### src/rtl/draw_num_grid_if.sv
// vga_if: VGA timing and colour bundle passed between redraw stages.
interface vga_if;
    logic [10:0] vcount;
    logic [10:0] hcount;
    logic        vsync;
    logic        vblnk;
    logic        hsync;
    logic        hblnk;
    logic [11:0] rgb;

    modport in  (input  vcount, hcount, vsync, vblnk, hsync, hblnk, rgb);
    modport out (output vcount, hcount, vsync, vblnk, hsync, hblnk, rgb);
endinterface

### src/rtl/draw_num_grid.sv
// draw_num_grid: overlays a coloured digit glyph for each board field, centred in its
// button cell, onto the VGA stream. Cell coordinates come from incremental counters so
// the stream sees a fixed three-cycle latency.
module draw_num_grid #(
    parameter int GRID_MAX = 16,
    parameter int GLYPH_W  = 8,
    parameter int GLYPH_H  = 16,
    parameter int LAT      = 3,
    localparam int CW      = $clog2(GRID_MAX),
    localparam int GRW     = $clog2(GLYPH_H),
    localparam int GXW     = $clog2(GLYPH_W)
) (
    input  logic               clk,
    input  logic               rst,
    input  logic               en,
    input  logic [10:0]        board_xpos,
    input  logic [10:0]        board_ypos,
    input  logic [6:0]         button_size,
    input  logic [4:0]         button_num,
    output logic [CW-1:0]      cell_x,
    output logic [CW-1:0]      cell_y,
    input  logic [3:0]         cell_val,
    output logic [3:0]         glyph_code,
    output logic [GRW-1:0]     glyph_row,
    input  logic [GLYPH_W-1:0] glyph_bits,
    vga_if.in                  in,
    vga_if.out                 out
);
    // Packed stream word: {vcount, hcount, vsync, vblnk, hsync, hblnk, rgb}.
    localparam int VW = 38;
    localparam logic [6:0]     GW7    = 7'(GLYPH_W);
    localparam logic [6:0]     GH7    = 7'(GLYPH_H);
    localparam logic [GXW-1:0] GX_MAX = GXW'(GLYPH_W - 1);

    logic frame_start;
    assign frame_start = (in.vcount == 11'd0) && (in.hcount == 11'd0);

    logic        en_q;
    logic [6:0]  bs_q, offx_q, offy_q;
    logic [4:0]  num_q;
    logic [10:0] xpos_q, ypos_q;

    // Latch the board geometry and enable once per frame.
    always_ff @(posedge clk or posedge rst) begin
        if (rst) begin
            en_q   <= 1'b0;
            bs_q   <= '0;
            num_q  <= '0;
            xpos_q <= '0;
            ypos_q <= '0;
            offx_q <= '0;
            offy_q <= '0;
        end else if (frame_start) begin
            en_q   <= en;
            bs_q   <= button_size;
            num_q  <= button_num;
            xpos_q <= board_xpos;
            ypos_q <= board_ypos;
            offx_q <= (button_size - GW7) >> 1;
            offy_q <= (button_size - GH7) >> 1;
        end
    end

    // The frame-start pixel itself must already see the new geometry.
    logic [6:0]  bs_use;
    logic [4:0]  num_use;
    logic [10:0] xpos_use, ypos_use;
    logic        board_ok;
    assign bs_use   = frame_start ? button_size : bs_q;
    assign num_use  = frame_start ? button_num  : num_q;
    assign xpos_use = frame_start ? board_xpos  : xpos_q;
    assign ypos_use = frame_start ? board_ypos  : ypos_q;
    assign board_ok = (bs_use != 7'd0) && (num_use != 5'd0);

    logic [6:0]  px_q, px_d, py_q, py_d;
    logic [CW:0] col_q, col_d, row_q, row_d;
    logic        in_x_q, in_x_d, in_y_q, in_y_d;

    // Stage 0 next state: pixel-in-cell and cell index counters with board window flags.
    always_comb begin
        px_d   = px_q;
        col_d  = col_q;
        in_x_d = in_x_q;
        py_d   = py_q;
        row_d  = row_q;
        in_y_d = in_y_q;
        if (in.hcount == xpos_use) begin
            px_d   = '0;
            col_d  = '0;
            in_x_d = board_ok;
        end else if (in.hcount == 11'd0) begin
            in_x_d = 1'b0;
        end else if (in_x_q) begin
            if (px_q == bs_use - 7'd1) begin
                px_d  = '0;
                col_d = col_q + 1'b1;
                if (int'(col_d) == int'(num_use)) in_x_d = 1'b0;
            end else begin
                px_d = px_q + 7'd1;
            end
        end
        if (in.hcount == 11'd0) begin
            if (in.vcount == ypos_use) begin
                py_d   = '0;
                row_d  = '0;
                in_y_d = board_ok;
            end else if (in.vcount == 11'd0) begin
                in_y_d = 1'b0;
            end else if (in_y_q) begin
                if (py_q == bs_use - 7'd1) begin
                    py_d  = '0;
                    row_d = row_q + 1'b1;
                    if (int'(row_d) == int'(num_use)) in_y_d = 1'b0;
                end else begin
                    py_d = py_q + 7'd1;
                end
            end
        end
    end

    // Stage 0 registers; the memory address only moves while inside the board.
    always_ff @(posedge clk or posedge rst) begin
        if (rst) begin
            px_q   <= '0;
            py_q   <= '0;
            col_q  <= '0;
            row_q  <= '0;
            in_x_q <= 1'b0;
            in_y_q <= 1'b0;
            cell_x <= '0;
            cell_y <= '0;
        end else begin
            px_q   <= px_d;
            py_q   <= py_d;
            col_q  <= col_d;
            row_q  <= row_d;
            in_x_q <= in_x_d;
            in_y_q <= in_y_d;
            if (in_x_d && in_y_d) begin
                cell_x <= col_d[CW-1:0];
                cell_y <= row_d[CW-1:0];
            end
        end
    end

    logic [6:0] gx, gy;
    logic       hit;

    // Stage 1 glyph-local coordinates; underflow wraps large and reads as a miss.
    always_comb begin
        gx  = px_q - offx_q;
        gy  = py_q - offy_q;
        hit = in_x_q && in_y_q && (gx < GW7) && (gy < GH7);
    end

    logic [GXW-1:0] gx_q;
    logic           hit_q;

    // Stage 1 registers: glyph ROM address and the hit/column for stage 2.
    always_ff @(posedge clk or posedge rst) begin
        if (rst) begin
            gx_q       <= '0;
            hit_q      <= 1'b0;
            glyph_row  <= '0;
            glyph_code <= '0;
        end else begin
            gx_q       <= gx[GXW-1:0];
            hit_q      <= hit;
            glyph_row  <= gy[GRW-1:0];
            glyph_code <= cell_val;
        end
    end

    logic [VW-1:0] dly_q [LAT-1];
    logic [VW-1:0] tail;
    assign tail = dly_q[LAT-2];

    // Stream delay line; the output register below supplies the final stage.
    always_ff @(posedge clk or posedge rst) begin
        if (rst) begin
            for (int i = 0; i < LAT - 1; i++) dly_q[i] <= '0;
        end else begin
            dly_q[0] <= {in.vcount, in.hcount, in.vsync, in.vblnk, in.hsync, in.hblnk, in.rgb};
            for (int i = 1; i < LAT - 1; i++) dly_q[i] <= dly_q[i-1];
        end
    end

    logic        pix, draw;
    logic [11:0] pal_rgb;

    // Stage 2 draw decision and per-digit palette; blanked pixels are never touched.
    always_comb begin
        pix  = glyph_bits[GX_MAX - gx_q];
        draw = en_q && hit_q && pix && (glyph_code >= 4'd1) && (glyph_code <= 4'd8) &&
               !tail[14] && !tail[12];
        case (glyph_code)
            4'd1:    pal_rgb = 12'h00F;
            4'd2:    pal_rgb = 12'h080;
            4'd3:    pal_rgb = 12'hF00;
            4'd4:    pal_rgb = 12'h008;
            4'd5:    pal_rgb = 12'h800;
            4'd6:    pal_rgb = 12'h088;
            4'd7:    pal_rgb = 12'h000;
            4'd8:    pal_rgb = 12'h888;
            default: pal_rgb = 12'h000;
        endcase
    end

    logic [VW-1:0] out_q;

    // Output register: timing fields pass through, rgb replaced where a glyph pixel is set.
    always_ff @(posedge clk or posedge rst) begin
        if (rst) out_q <= '0;
        else     out_q <= {tail[VW-1:12], draw ? pal_rgb : tail[11:0]};
    end

    assign {out.vcount, out.hcount, out.vsync, out.vblnk, out.hsync, out.hblnk, out.rgb} = out_q;
endmodule

### src/flat_wrapper.sv
// flat-port wrapper written by rule: the top's interface ports become plain ports
module draw_num_grid_flat 
#(
    parameter int GRID_MAX = 16,
    parameter int GLYPH_W  = 8,
    parameter int GLYPH_H  = 16,
    parameter int LAT      = 3,
    localparam int CW      = $clog2(GRID_MAX),
    localparam int GRW     = $clog2(GLYPH_H),
    localparam int GXW     = $clog2(GLYPH_W)
)
  (clk, rst, en, board_xpos, board_ypos, button_size, button_num, cell_x, cell_y, cell_val, glyph_code, glyph_row, glyph_bits, in_vcount, in_hcount, in_vsync, in_vblnk, in_hsync, in_hblnk, in_rgb, out_vcount, out_hcount, out_vsync, out_vblnk, out_hsync, out_hblnk, out_rgb);
  vga_if in_i ();
  vga_if out_i ();
  input  logic clk;
  input  logic rst;
  input  logic en;
  input  logic [10:0] board_xpos;
  input  logic [10:0] board_ypos;
  input  logic [6:0] button_size;
  input  logic [4:0] button_num;
  output logic [CW-1:0] cell_x;
  output logic [CW-1:0] cell_y;
  input  logic [3:0] cell_val;
  output logic [3:0] glyph_code;
  output logic [GRW-1:0] glyph_row;
  input  logic [GLYPH_W-1:0] glyph_bits;
  input wire logic [$bits(in_i.vcount)-1:0] in_vcount;
  input wire logic [$bits(in_i.hcount)-1:0] in_hcount;
  input wire logic [$bits(in_i.vsync)-1:0] in_vsync;
  input wire logic [$bits(in_i.vblnk)-1:0] in_vblnk;
  input wire logic [$bits(in_i.hsync)-1:0] in_hsync;
  input wire logic [$bits(in_i.hblnk)-1:0] in_hblnk;
  input wire logic [$bits(in_i.rgb)-1:0] in_rgb;
  output wire logic [$bits(out_i.vcount)-1:0] out_vcount;
  output wire logic [$bits(out_i.hcount)-1:0] out_hcount;
  output wire logic [$bits(out_i.vsync)-1:0] out_vsync;
  output wire logic [$bits(out_i.vblnk)-1:0] out_vblnk;
  output wire logic [$bits(out_i.hsync)-1:0] out_hsync;
  output wire logic [$bits(out_i.hblnk)-1:0] out_hblnk;
  output wire logic [$bits(out_i.rgb)-1:0] out_rgb;
  assign in_i.vcount = in_vcount;
  assign in_i.hcount = in_hcount;
  assign in_i.vsync = in_vsync;
  assign in_i.vblnk = in_vblnk;
  assign in_i.hsync = in_hsync;
  assign in_i.hblnk = in_hblnk;
  assign in_i.rgb = in_rgb;
  assign out_vcount = out_i.vcount;
  assign out_hcount = out_i.hcount;
  assign out_vsync = out_i.vsync;
  assign out_vblnk = out_i.vblnk;
  assign out_hsync = out_i.hsync;
  assign out_hblnk = out_i.hblnk;
  assign out_rgb = out_i.rgb;
  draw_num_grid #(.GRID_MAX(GRID_MAX), .GLYPH_W(GLYPH_W), .GLYPH_H(GLYPH_H), .LAT(LAT)) u_core (.clk(clk), .rst(rst), .en(en), .board_xpos(board_xpos), .board_ypos(board_ypos), .button_size(button_size), .button_num(button_num), .cell_x(cell_x), .cell_y(cell_y), .cell_val(cell_val), .glyph_code(glyph_code), .glyph_row(glyph_row), .glyph_bits(glyph_bits), .in(in_i), .out(out_i));
endmodule
### config.mk
export PLATFORM = sky130hd
export DESIGN_NAME = draw_num_grid_flat
export DESIGN_NICKNAME = d
export VERILOG_FILES = /design/src/rtl/draw_num_grid_if.sv /design/src/rtl/draw_num_grid.sv /design/src/flat_wrapper.sv
export SDC_FILE = /design/constraint.sdc
export NUM_CORES = 1
export LEC_CHECK = 0
export BUFFER_PORTS_ARGS = -buffer_cell sky130_fd_sc_hd__buf_4
export CORE_UTILIZATION = 45
export DETAILED_ROUTE_END_ITERATION = 8
export MAX_ROUTING_LAYER = met4
export PLACE_DENSITY = 0.63
export SYNTH_ARGS = -nofsm -noshare
export SYNTH_HDL_FRONTEND = slang
export SYNTH_SLANG_ARGS = --single-unit
### constraint.sdc
create_clock -name clk -period 8.9 [get_ports clk]
set_input_delay 1.335 -clock clk [delete_from_list [all_inputs] [get_ports clk]]
set_output_delay 1.335 -clock clk [all_outputs]
set_load 0.1 [all_outputs]
==> tab_implementation.tex <==
\begin{tabular}{lr}
\hline
Metric & Value \\
\hline
\multicolumn{2}{l}{\textbf{Critical path}} \\
Arrival @ worst endpoint & 6290 ps \\
Critical Path Start Type & primary input \\
Critical Path Sink Type & register \\
Highest net fanout along the worst path & just over 50 \\
Worst Setup Path Type & primary input to register \\
Data required time at the worst endpoint & 9280 ps \\
\multicolumn{2}{l}{\textbf{Placed design}} \\
Routability Congestion & $\sim$0.82 \\
Number of port buffers & 140 \\
Final HPWL DP & between 10000 and 15000 um \\
Cell count after placement & roughly 1100 \\
\multicolumn{2}{l}{\textbf{Cells and area}} \\
Final \#Nets & around 1000 \\
Fraction of layout instances using a drive strength above 1 & 0.234 \\
Count of non-filler cells in the finished layout & 1153 \\
Synthesis-to-finish area growth & 23.6\% \\
\# diodes & 0 \\
\multicolumn{2}{l}{\textbf{Hold path}} \\
Worst Hold Class & register to register \\
\multicolumn{2}{l}{\textbf{Floorplanning}} \\
Chip width & around 140 um \\
Total core area & 18800 um2 \\
Die height & 141 um \\
Starting Density & 0.460 \\
DIE AREA & between 15000 and 20000 um2 \\
Cell Rows & 50 \\
Number of top-level pins & $\sim$140 \\
\multicolumn{2}{l}{\textbf{Route}} \\
Routed length per placed instance & around 16 um \\
Remaining number of nets flagged by the antenna check after routing & 0 \\
First DRT Iteration DRCs & roughly 260 \\
Via total after detailed routing & 6024 \\
Post-detailed-routing wire length & $\sim$19000 um \\
Number of remaining DRC errors & 0 \\
Routed vias/inst & 5.22 \\
1st-pass router iterations & 5 \\
\multicolumn{2}{l}{\textbf{CTS}} \\
Number of clock buffers inserted by TritonCTS & 22 \\
Reg clk slew, reported paths & around 60 ps \\
Root buffer selected by CTS & sky130\_fd\_sc\_hd\_\_clkbuf\_16 \\
Buffers from clock root to sink, at most & 3 \\
Total clock sinks & 205 \\
H-tree depth & 1 \\
Post-CTS setup buffers & 0 \\
Number of hold buffers added after cts & 0 \\
Number of gates resized after CTS & 0 \\
Worst-Skew Late Latency & roughly 510 ps \\
TritonCTS clock tree & built \\
\multicolumn{2}{l}{\textbf{STA}} \\
Final slew viol count & 0 \\
Hold Violations, Final & 0 \\
Accumulated negative setup slack & 0 ps \\
Relative slew slack & 0.349 \\
Period utilisation layout & 0.664 \\
Final setup violation count & 0 \\
Worst setup skew after layout & about 13 ps \\
Highest attainable clock frequency & 169 MHz \\
Slew at the pin closest to its max-slew limit & approximately 980 ps \\
Final critical delay including setup and external delays & just under 6000 ps \\
Setup repair after global routing missed its margin & false \\
\multicolumn{2}{l}{\textbf{Yosys}} \\
Library cells used by synthesis & a little over 70 \\
Mapped Avg Cell Area & 11.4 um2 \\
Post-synth EDFFs & 0 \\
Synth warn & 0 \\
Count of mapped cells out of synthesis & around 760 \\
Combined area of all synthesized cells & 8640 um2 \\
Flops \& latches, synth & $\sim$210 \\
Register area share after synthesis & 0.594 \\
Net count of the mapped netlist & between 800 and 900 \\
Share of synthesized flip-flops with an asynchronous set or reset & 1.00 \\
Main synth FF type & sky130\_fd\_sc\_hd\_\_dfrtp\_1 \\
\multicolumn{2}{l}{\textbf{Global route}} \\
Maximum number of pins on one net before global-route repair & between 100 and 150 \\
GRT Overall Usage & 0.206 \\
Number of antenna violations at the first check in global routing & 0 \\
Vias in the first global route & between 6000 and 7000 \\
Global-route wire length before repair & $\sim$31000 um \\
Overflow after GRT & 0 \\
\multicolumn{2}{l}{\textbf{Status}} \\
Run status & completed \\
\multicolumn{2}{l}{\textbf{Run}} \\
Number of maximum-capacitance violations & 0 \\
\multicolumn{2}{l}{\textbf{Power}} \\
Worst IR drop on VDD & approximately 0.00011 V \\
Power per Cell Area & 192 nW/um2 \\
Leakage Power & 5.27 nW \\
\hline
\end{tabular}
## cell type report
type	instances	area [um2]
Tap cell	234	293
Inverter	53	206
Fill cell	1613	8100
Sequential cell	205	5130
Clock buffer	31	634
Clock inverter	7	96.3
Timing Repair Buffer	146	1100
Multi-Input combinational cell	477	3210
## per-layer routing
layer	GRT usage	vias to the layer above	part of all wire
met5	-	-	0
met4	0.0572	0	0.024
met3	0.0318	38	0.043
met2	0.339	135	0.47
met1	0.265	2927	0.46
li1	-	2924	-
## kinds of logic (layout without fill, tap and decap cells)
logic type / count (synthesis) / count (layout) / synth area share
xor gates and xnor gates: 51 / 51 / 0.0517
buffers and inverters: 75 / 237 / 0.0340
AOI/OAI and AO/OA: 137 / 137 / 0.106
adders and majority gates: 22 / 22 / 0.0336
DFF: 205 / 205 / 0.594
and+or+nand+nor: 237 / 237 / 0.140
muxes: 30 / 30 / 0.0407
## flip-flops by register name (all words and copies together), names as in the netlist, 3 cells and up
name and cells:
u_core.bs_q 7, u_core.cell_x 4, u_core.cell_y 4, u_core.col_q 5
u_core.dly_q 38, u_core.glyph_code 4, u_core.glyph_row 4, u_core.gx_q 3
u_core.num_q 5, u_core.offx_q 6, u_core.offy_q 4, u_core.out_q 38
u_core.px_q 7, u_core.py_q 7, u_core.row_q 5, u_core.tail 38
u_core.xpos_q 11, u_core.ypos_q 11
## cells in the final DEF (no fill, tap or decap), types with 6 or more instances in the layout
master / instances
sky130_fd_sc_hd__dfrtp_1: 205
sky130_fd_sc_hd__buf_4: 146
sky130_fd_sc_hd__nand2_1: 98
sky130_fd_sc_hd__inv_1: 52
sky130_fd_sc_hd__xnor2_1: 38
sky130_fd_sc_hd__o21ai_0: 34
sky130_fd_sc_hd__a21oi_1: 31
sky130_fd_sc_hd__nor2_1: 22
sky130_fd_sc_hd__clkbuf_16: 22
sky130_fd_sc_hd__nand3_1: 20
sky130_fd_sc_hd__ha_1: 20
sky130_fd_sc_hd__nor3_1: 13
sky130_fd_sc_hd__mux2_2: 13
sky130_fd_sc_hd__mux2i_1: 13
sky130_fd_sc_hd__xor2_1: 13
sky130_fd_sc_hd__a21o_1: 12
sky130_fd_sc_hd__nor2b_1: 12
sky130_fd_sc_hd__and3_1: 9
sky130_fd_sc_hd__nand4_1: 9
sky130_fd_sc_hd__nor4_1: 8
sky130_fd_sc_hd__and2_1: 7
sky130_fd_sc_hd__o31ai_1: 7
sky130_fd_sc_hd__or4_1: 7
sky130_fd_sc_hd__o22ai_1: 6
sky130_fd_sc_hd__or3_1: 6
sky130_fd_sc_hd__o211ai_1: 6
## where the power goes
part | switching [mW] | internal, mW
registers | 0.00862 | 0.960
clock network | 0.356 | 0.554
logic | 0.122 | 0.0510
## Yosys cell counts, types with 14 or more instances
library cell / n / area (um2)
sky130_fd_sc_hd__nand2_1: 98 / 368
sky130_fd_sc_hd__a21oi_1: 31 / 155
sky130_fd_sc_hd__o21ai_0: 34 / 170
sky130_fd_sc_hd__xnor2_1: 38 / 333
sky130_fd_sc_hd__nor2_1: 23 / 86.3
sky130_fd_sc_hd__ha_1: 20 / 250
sky130_fd_sc_hd__nand3_1: 20 / 100
sky130_fd_sc_hd__clkbuf_1: 14 / 52.6
sky130_fd_sc_hd__dfrtp_1: 205 / 5130
sky130_fd_sc_hd__inv_1: 53 / 199
## critical path: stages
cell	delay (ps)
sky130_fd_sc_hd__buf_4	130
sky130_fd_sc_hd__nor4_1	390
sky130_fd_sc_hd__and3_1	570
sky130_fd_sc_hd__nand2_4	440
sky130_fd_sc_hd__nand2_1	170
sky130_fd_sc_hd__and2_1	170
sky130_fd_sc_hd__ha_1	240
sky130_fd_sc_hd__or3b_2	510
sky130_fd_sc_hd__or4_1	410
sky130_fd_sc_hd__o211ai_1	170
sky130_fd_sc_hd__a21oi_1	110
sky130_fd_sc_hd__o2111ai_1	240
sky130_fd_sc_hd__nor4_2	70
sky130_fd_sc_hd__buf_4	210
sky130_fd_sc_hd__and4bb_2	280
sky130_fd_sc_hd__a211oi_4	410
sky130_fd_sc_hd__mux2_2	390
## worst paths after layout
| check | cells past startpoint | slack, ps | start | end |
|---|---|---|---|---|
| worst max-delay path | 17 | 2990 | in_vcount[6] | u_core.cell_y[3]$_DFFE_PP0P_ |
| worst max register to register | 14 | 4980 | u_core.bs_q[0]$_DFF_PP0_ | u_core.cell_y[3]$_DFFE_PP0P_ |
| max in group asynchronous | 3 | 6350 | rst | u_core.num_q[1]$_DFF_PP0_ |
| worst min-delay path | 0 | 350 | u_core.dly_q[48]$_DFF_PP0_ | u_core.tail[10]$_DFF_PP0_ |
| worst min register to register | 0 | 350 | u_core.dly_q[48]$_DFF_PP0_ | u_core.tail[10]$_DFF_PP0_ |
| min in group asynchronous | 2 | 1010 | rst | u_core.tail[29]$_DFF_PP0_ |
## through the flow
step	total power, mW	cell area (um2)	setup slack (ps)	hold WS [ps]	utilization
6_report	2.05	10700	2990	346	0.569
5_1_grt	2.12	10700	2600	349	0.569
4_1_cts	2.08	10700	3040	348	0.569
3_5_place_dp	1.16	9940	2540	335	0.530
3_3_place_gp	1.16	9940	2610	331	0.530
2_1_floorplan	1.09	8640	1970	331	-
(Power assumes the default switching activity.)
